===== src/rtl/dpll_pkg.sv =====
// Shared definitions for the DPLL feedback-divider scheduler.
package dpll_pkg;
   typedef enum logic {IDLE = 1'b0, PEND = 1'b1} sched_state_t;

   localparam int MIN_FACTOR_DEF = 2;

   localparam logic LF_DIR_DN = 1'b0;
   localparam logic LF_DIR_UP = 1'b1;
endpackage


===== src/rtl/div_counter.sv =====
// Divide counter and registered divided clock; a pending factor is loaded
// only on the last cycle of a period so no runt period can occur.
module div_counter #(
   parameter int CNT_W      = 8,
   parameter int DEF_FACTOR = 5
) (
   input  logic             clk_in,
   input  logic             rst_n,
   input  logic             load_en,
   input  logic [CNT_W-1:0] load_factor,
   output logic             clk_o,
   output logic             tick_o,
   output logic [CNT_W-1:0] div_factor
);
   logic [CNT_W-1:0] r_cnt;
   logic [CNT_W-1:0] r_factor;
   logic             r_clk;
   logic [CNT_W:0]   w_half;
   logic             w_tick;

   // ceil(factor/2) computed one bit wider so factor 2^CNT_W-1 cannot overflow
   assign w_half = ({1'b0, r_factor} + (CNT_W+1)'(1)) >> 1;
   assign w_tick = (r_cnt == (r_factor - CNT_W'(1)));

   always_ff @(posedge clk_in or negedge rst_n) begin
      if (!rst_n) begin
         r_cnt    <= '0;
         r_factor <= CNT_W'(DEF_FACTOR);
         r_clk    <= 1'b0;
      end else begin
         r_clk <= ({1'b0, r_cnt} < w_half);
         if (w_tick) begin
            r_cnt <= '0;
            if (load_en) r_factor <= load_factor;
         end else begin
            r_cnt <= r_cnt + CNT_W'(1);
         end
      end
   end

   assign clk_o      = r_clk;
   assign tick_o     = w_tick;
   assign div_factor = r_factor;
endmodule


===== src/rtl/div_factor_sched.sv =====
// Arbitrates software and loop-filter divide-factor requests, holding one
// accepted change until the next divided-period boundary.
module div_factor_sched
   import dpll_pkg::*;
#(
   parameter int CNT_W      = 8,
   parameter int DEF_FACTOR = 5,
   parameter int MIN_FACTOR = MIN_FACTOR_DEF
) (
   input  logic             clk_in,
   input  logic             rst_n,
   input  logic             cfg_valid,
   input  logic [CNT_W-1:0] cfg_factor,
   output logic             cfg_ready,
   input  logic             lf_valid,
   input  logic             lf_dir,
   output logic             lf_ready,
   output logic             clk_o,
   output logic             tick_o,
   output logic [CNT_W-1:0] div_factor,
   output logic             busy,
   output logic             err_o
);
   localparam logic [CNT_W-1:0] MAX_F = '1;
   localparam logic [CNT_W-1:0] MIN_F = CNT_W'(MIN_FACTOR);

   sched_state_t     r_state;
   logic [CNT_W-1:0] r_next;
   logic             r_err;
   logic             w_tick;
   logic [CNT_W-1:0] w_factor;
   logic             w_cfg_acc;
   logic             w_lf_acc;

   function automatic logic [CNT_W-1:0] sat_step(input logic [CNT_W-1:0] f,
                                                 input logic dir);
      if (dir == LF_DIR_UP) return (f == MAX_F) ? MAX_F : f + CNT_W'(1);
      else                  return (f <= MIN_F) ? MIN_F : f - CNT_W'(1);
   endfunction

   assign cfg_ready = (r_state == IDLE);
   assign lf_ready  = (r_state == IDLE) && !cfg_valid;
   assign busy      = (r_state == PEND);
   assign err_o     = r_err;
   assign w_cfg_acc = cfg_valid && cfg_ready;
   assign w_lf_acc  = lf_valid && lf_ready;

   always_ff @(posedge clk_in or negedge rst_n) begin
      if (!rst_n) begin
         r_state <= IDLE;
         r_err   <= 1'b0;
      end else begin
         case (r_state)
            IDLE: begin
               if (w_cfg_acc) begin
                  if (cfg_factor >= MIN_F) r_state <= PEND;
                  else                     r_err   <= 1'b1;
               end else if (w_lf_acc) begin
                  r_state <= PEND;
               end
            end
            PEND: if (w_tick) r_state <= IDLE;
            default: r_state <= IDLE;
         endcase
      end
   end

   // Pending factor is pure data; it is only consumed while PEND is set
   always_ff @(posedge clk_in) begin
      if (w_cfg_acc)     r_next <= cfg_factor;
      else if (w_lf_acc) r_next <= sat_step(w_factor, lf_dir);
   end

   div_counter #(
      .CNT_W      (CNT_W),
      .DEF_FACTOR (DEF_FACTOR)
   ) u_div_counter (
      .clk_in      (clk_in),
      .rst_n       (rst_n),
      .load_en     (r_state == PEND),
      .load_factor (r_next),
      .clk_o       (clk_o),
      .tick_o      (w_tick),
      .div_factor  (w_factor)
   );

   assign tick_o     = w_tick;
   assign div_factor = w_factor;
endmodule


===== config.mk =====
export PLATFORM = sky130hd
export DESIGN_NAME = div_factor_sched
export DESIGN_NICKNAME = d
export VERILOG_FILES = /design/src/rtl/dpll_pkg.sv /design/src/rtl/div_counter.sv /design/src/rtl/div_factor_sched.sv
export SDC_FILE = /design/constraint.sdc
export NUM_CORES = 1
export LEC_CHECK = 0
export CAP_MARGIN = 15
export CORE_MARGIN = 5
export CORE_UTILIZATION = 59
export DETAILED_ROUTE_END_ITERATION = 8
export GPL_TIMING_DRIVEN = 0
export PLACE_DENSITY_LB_ADDON = 0.15
export SYNTH_ARGS = -nofsm -noshare
export SYNTH_HDL_FRONTEND = slang
export SYNTH_SLANG_ARGS = --single-unit
export TNS_END_PERCENT = 10

===== constraint.sdc =====
create_clock -name clk_in -period 4.47 [get_ports clk_in]
set_clock_uncertainty 0.2 [all_clocks]
set_input_delay 0.6705 -clock clk_in [delete_from_list [all_inputs] [get_ports clk_in]]
set_output_delay 0.6705 -clock clk_in [all_outputs]
set_load 0.01 [all_outputs]

==> out/qor.csv <==
metric,value,unit
netlist_area,1897,um^2
io_pins,27,
wl_per_cell,15.64,um
floorplan.initialDensity,61.63,%
die_h,66.70,um
worst_pin_slew,0.8671,ns
cts_setup_buffers,0,
detailedRoute.firstPassIterationCount,6,
min_period,4.097,ns
met2_usage,36.26,%
preCtsSetupSlack,0.7588,ns
synth_mux_area_share,4.749,%
clk_pin_slew_worst_paths,0.15,ns
max-vdd-ir-drop,0.1443,mV
antenna_found_initial,0,
worstSetupStartpointType,flop,
crit_arrival,3.23,ns
io_buffers,26,
synth_xor_area_share,11.94,%
rsz0062_at_grt,false,
cts_resized,0,
via_per_inst,6.029,
busiest_layer,met2,
grt_util_met1,27.44,%
coreArea,3078,um^2
drc,0,
setup_ws,0.3730,ns
drtAntennaViolNets,0,
synth_top_family_by_area,simple AND/OR/NAND/NOR gates,
maxCapViolCount,0,
synth-seq-area-share,37.86,%
syn_nets,225,
dp.cells,271,
synth_edf_count,8,
dieArea,4449,um^2
crit_required,3.60,ns
avgSynthCellArea,9.437,um^2
holdPathStages,1,
synth_compound_area_share,11.48,%
die_w,66.70,um
hp-class,reg2reg,
place_congestion,0.9865,
fillers,237,
critPathKind,reg2out,
grt_pass1_vias,1645,
drt-initial-drc-count,131,
post_layout_nonfiller_instances,275,
dpl_cell_area,2212,um^2
synth_ff_type,dfrtp_1,
nets,256,
slew_headroom,42.01,%
fin_area,2240,um^2
finalPower,0.3851,mW
max_freq,244.1,MHz
outcome,"finished, final reports clean",
crit_fanout,10,
insertion_delay,0.33,ns
cts_made_buffers,3,
synthCells,201,
synth_cell_types,45,
globalRouteMet3Util,3.035,%
area.growth.synth_to_final,18.07,%
yosys.area.top_type,dfrtp_1,
clockBufferDepth,2,
reg2reg_depth,9,
grt_pass1_wl,7224,um
hold_buffers,0,
setup_viol,0,
dpl.hpwl,3323,um
fin_crit_sh,91.66,%
finalHoldViolations,0,
power_leakage,0.9243,nW
overflow,0,
synth_top_area_share,22.43,%
power-per-cell-area,171.9,nW/um^2
synth-seq-cells,27,
ys_top_cells_by_area,"dfrtp_1 22%, edfxtp_1 13%, ha_1 7.3%",
drive_gt1_share,12.12,%
synth-simple-area-share,22.63,%
ys_warn_count,0,
async_flop_share,70.37,%
grt_max_degree,20,
synthAdderAreaFrac,7.256,%
grt_use_total,21.38,%
num_vias,1658,
final_max_slew_viol_count,0,
rrSetupSlack,1.42,ns
drt_wl_total,4301,um
tns,0,ns
cts_num_sinks,27,
rows,20,
end_kind,output pin,
antenna_cells,0,
cts_tree,built,
cts-root-buf,clkbuf_4,
h-tree-depth,1,
==> state kept, by name (all words and copies together), names as in the netlist <==
register	count
busy	1
err_o	1
u_div_counter.div_factor	8
r_next	8
u_div_counter.clk_o	1
u_div_counter.r_cnt	8
==> cell usage in the layout (no fill, tap or decap), drive strengths merged, types with 3 or more instances in the layout <==
| cell | count |
|---|---|
| a21oi | 6 |
| a31oi | 3 |
| and3 | 4 |
| buf | 7 |
| clkbuf | 7 |
| clkdlybuf4s50 | 26 |
| dfrtp | 17 |
| edfxtp | 8 |
| ha | 11 |
| inv | 5 |
| mux2 | 8 |
| nand2 | 11 |
| nand2b | 3 |
| nand3 | 12 |
| nor2 | 33 |
| nor2b | 4 |
| nor3 | 7 |
| o21ai | 5 |
| xnor2 | 14 |
| xor2 | 11 |
==> final cells by class <==
type	instances	area (um^2)	share of cell area, %
Multi-Input combinational cell	158	1101	49.16
Sequential cell	27	718.2	32.07
Timing Repair Buffer	26	260.3	11.62
Buffer	11	58.81	2.626
Tap cell	44	55.05	2.458
Clock buffer	3	22.52	1.006
Inverter	5	18.77	0.8380
Clock inverter	1	5.005	0.2235
==> worst paths after layout <==
path,end,from
worst max register to register,u_div_counter.div_factor[1],u_div_counter.div_factor[0]
worst max-delay path,tick_o,u_div_counter.div_factor[0]
worst min-delay path,err_o,err_o
min in group asynchronous,u_div_counter.div_factor[7],rst_n
max in group asynchronous,u_div_counter.r_cnt[4],rst_n
worst min register to register,err_o,err_o
==> cell usage after synthesis, types with 2 or more instances <==
cell type  count
edfxtp_1       8
a221oi_1       2
ha_1          11
o21ai_0        5
nor3_1         6
nand3_1       12
buf_2          5
a21oi_1        6
nor2b_1        4
nor2_1        33
or3_1          2
nor4_2         2
and3_1         4
inv_1          5
xnor2_1       13
o41ai_1        2
xor2_1        11
a21o_1         2
nand2b_1       3
nand2_1       11
dfrtp_1       17
dfstp_2        2
mux2_2         8
a31oi_1        3
clkbuf_1       4
==> power by group <==
| part | leakage (nW) | internal, mW | switching, mW | total (mW) |
|---|---|---|---|---|
| combinational | 0.595 | 0.0124 | 0.0115 | 0.0239 |
| clock | 0.0177 | 0.0336 | 0.0739 | 0.107 |
| sequential | 0.311 | 0.254 | 0.00000612 | 0.254 |
| total | 0.924 | 0.300 | 0.0854 | 0.385 |
==> metal layers <==
metal | share of wire (%) | wire length [um] | vias to the layer above
met5 | 0 | 0 | -
met4 | 2.6 | 112 | 0
met3 | 6.4 | 274 | 15
met2 | 49 | 2098 | 75
met1 | 42 | 1815 | 795
li1 | - | - | 773
==> worst max-delay path: stages (launching register included) <==
cell             delay (ns)
dfstp_2                0.57
buf_4                  0.18
inv_1                  0.09
ha_1                   0.28
xor2_1                 0.18
o31ai_2                0.28
o2111ai_2              0.21
nor2_1                 0.47
clkdlybuf4s50_1        0.64
==> stage by stage <==
step | util (%) | hold slack [ns]
2_1_floorplan | - | 0.1749
5_1_grt | 72.76 | 0.3217
3_3_place_gp | 71.87 | 0.2409
4_1_cts | 72.76 | 0.2835
3_5_place_dp | 71.87 | 0.2494
6_report | 72.76 | 0.2775
==> cells by family (layout without fill, tap and decap cells) <==
group | count (synthesis) | after routing
compound gates | 30 | 30
xor+xnor | 25 | 25
fa+ha+maj | 11 | 11
buf+inv | 16 | 46
flops | 27 | 27
mux | 8 | 8
simple gates | 84 | 84
No activity file was read; power rests on OpenSTA's default activity.
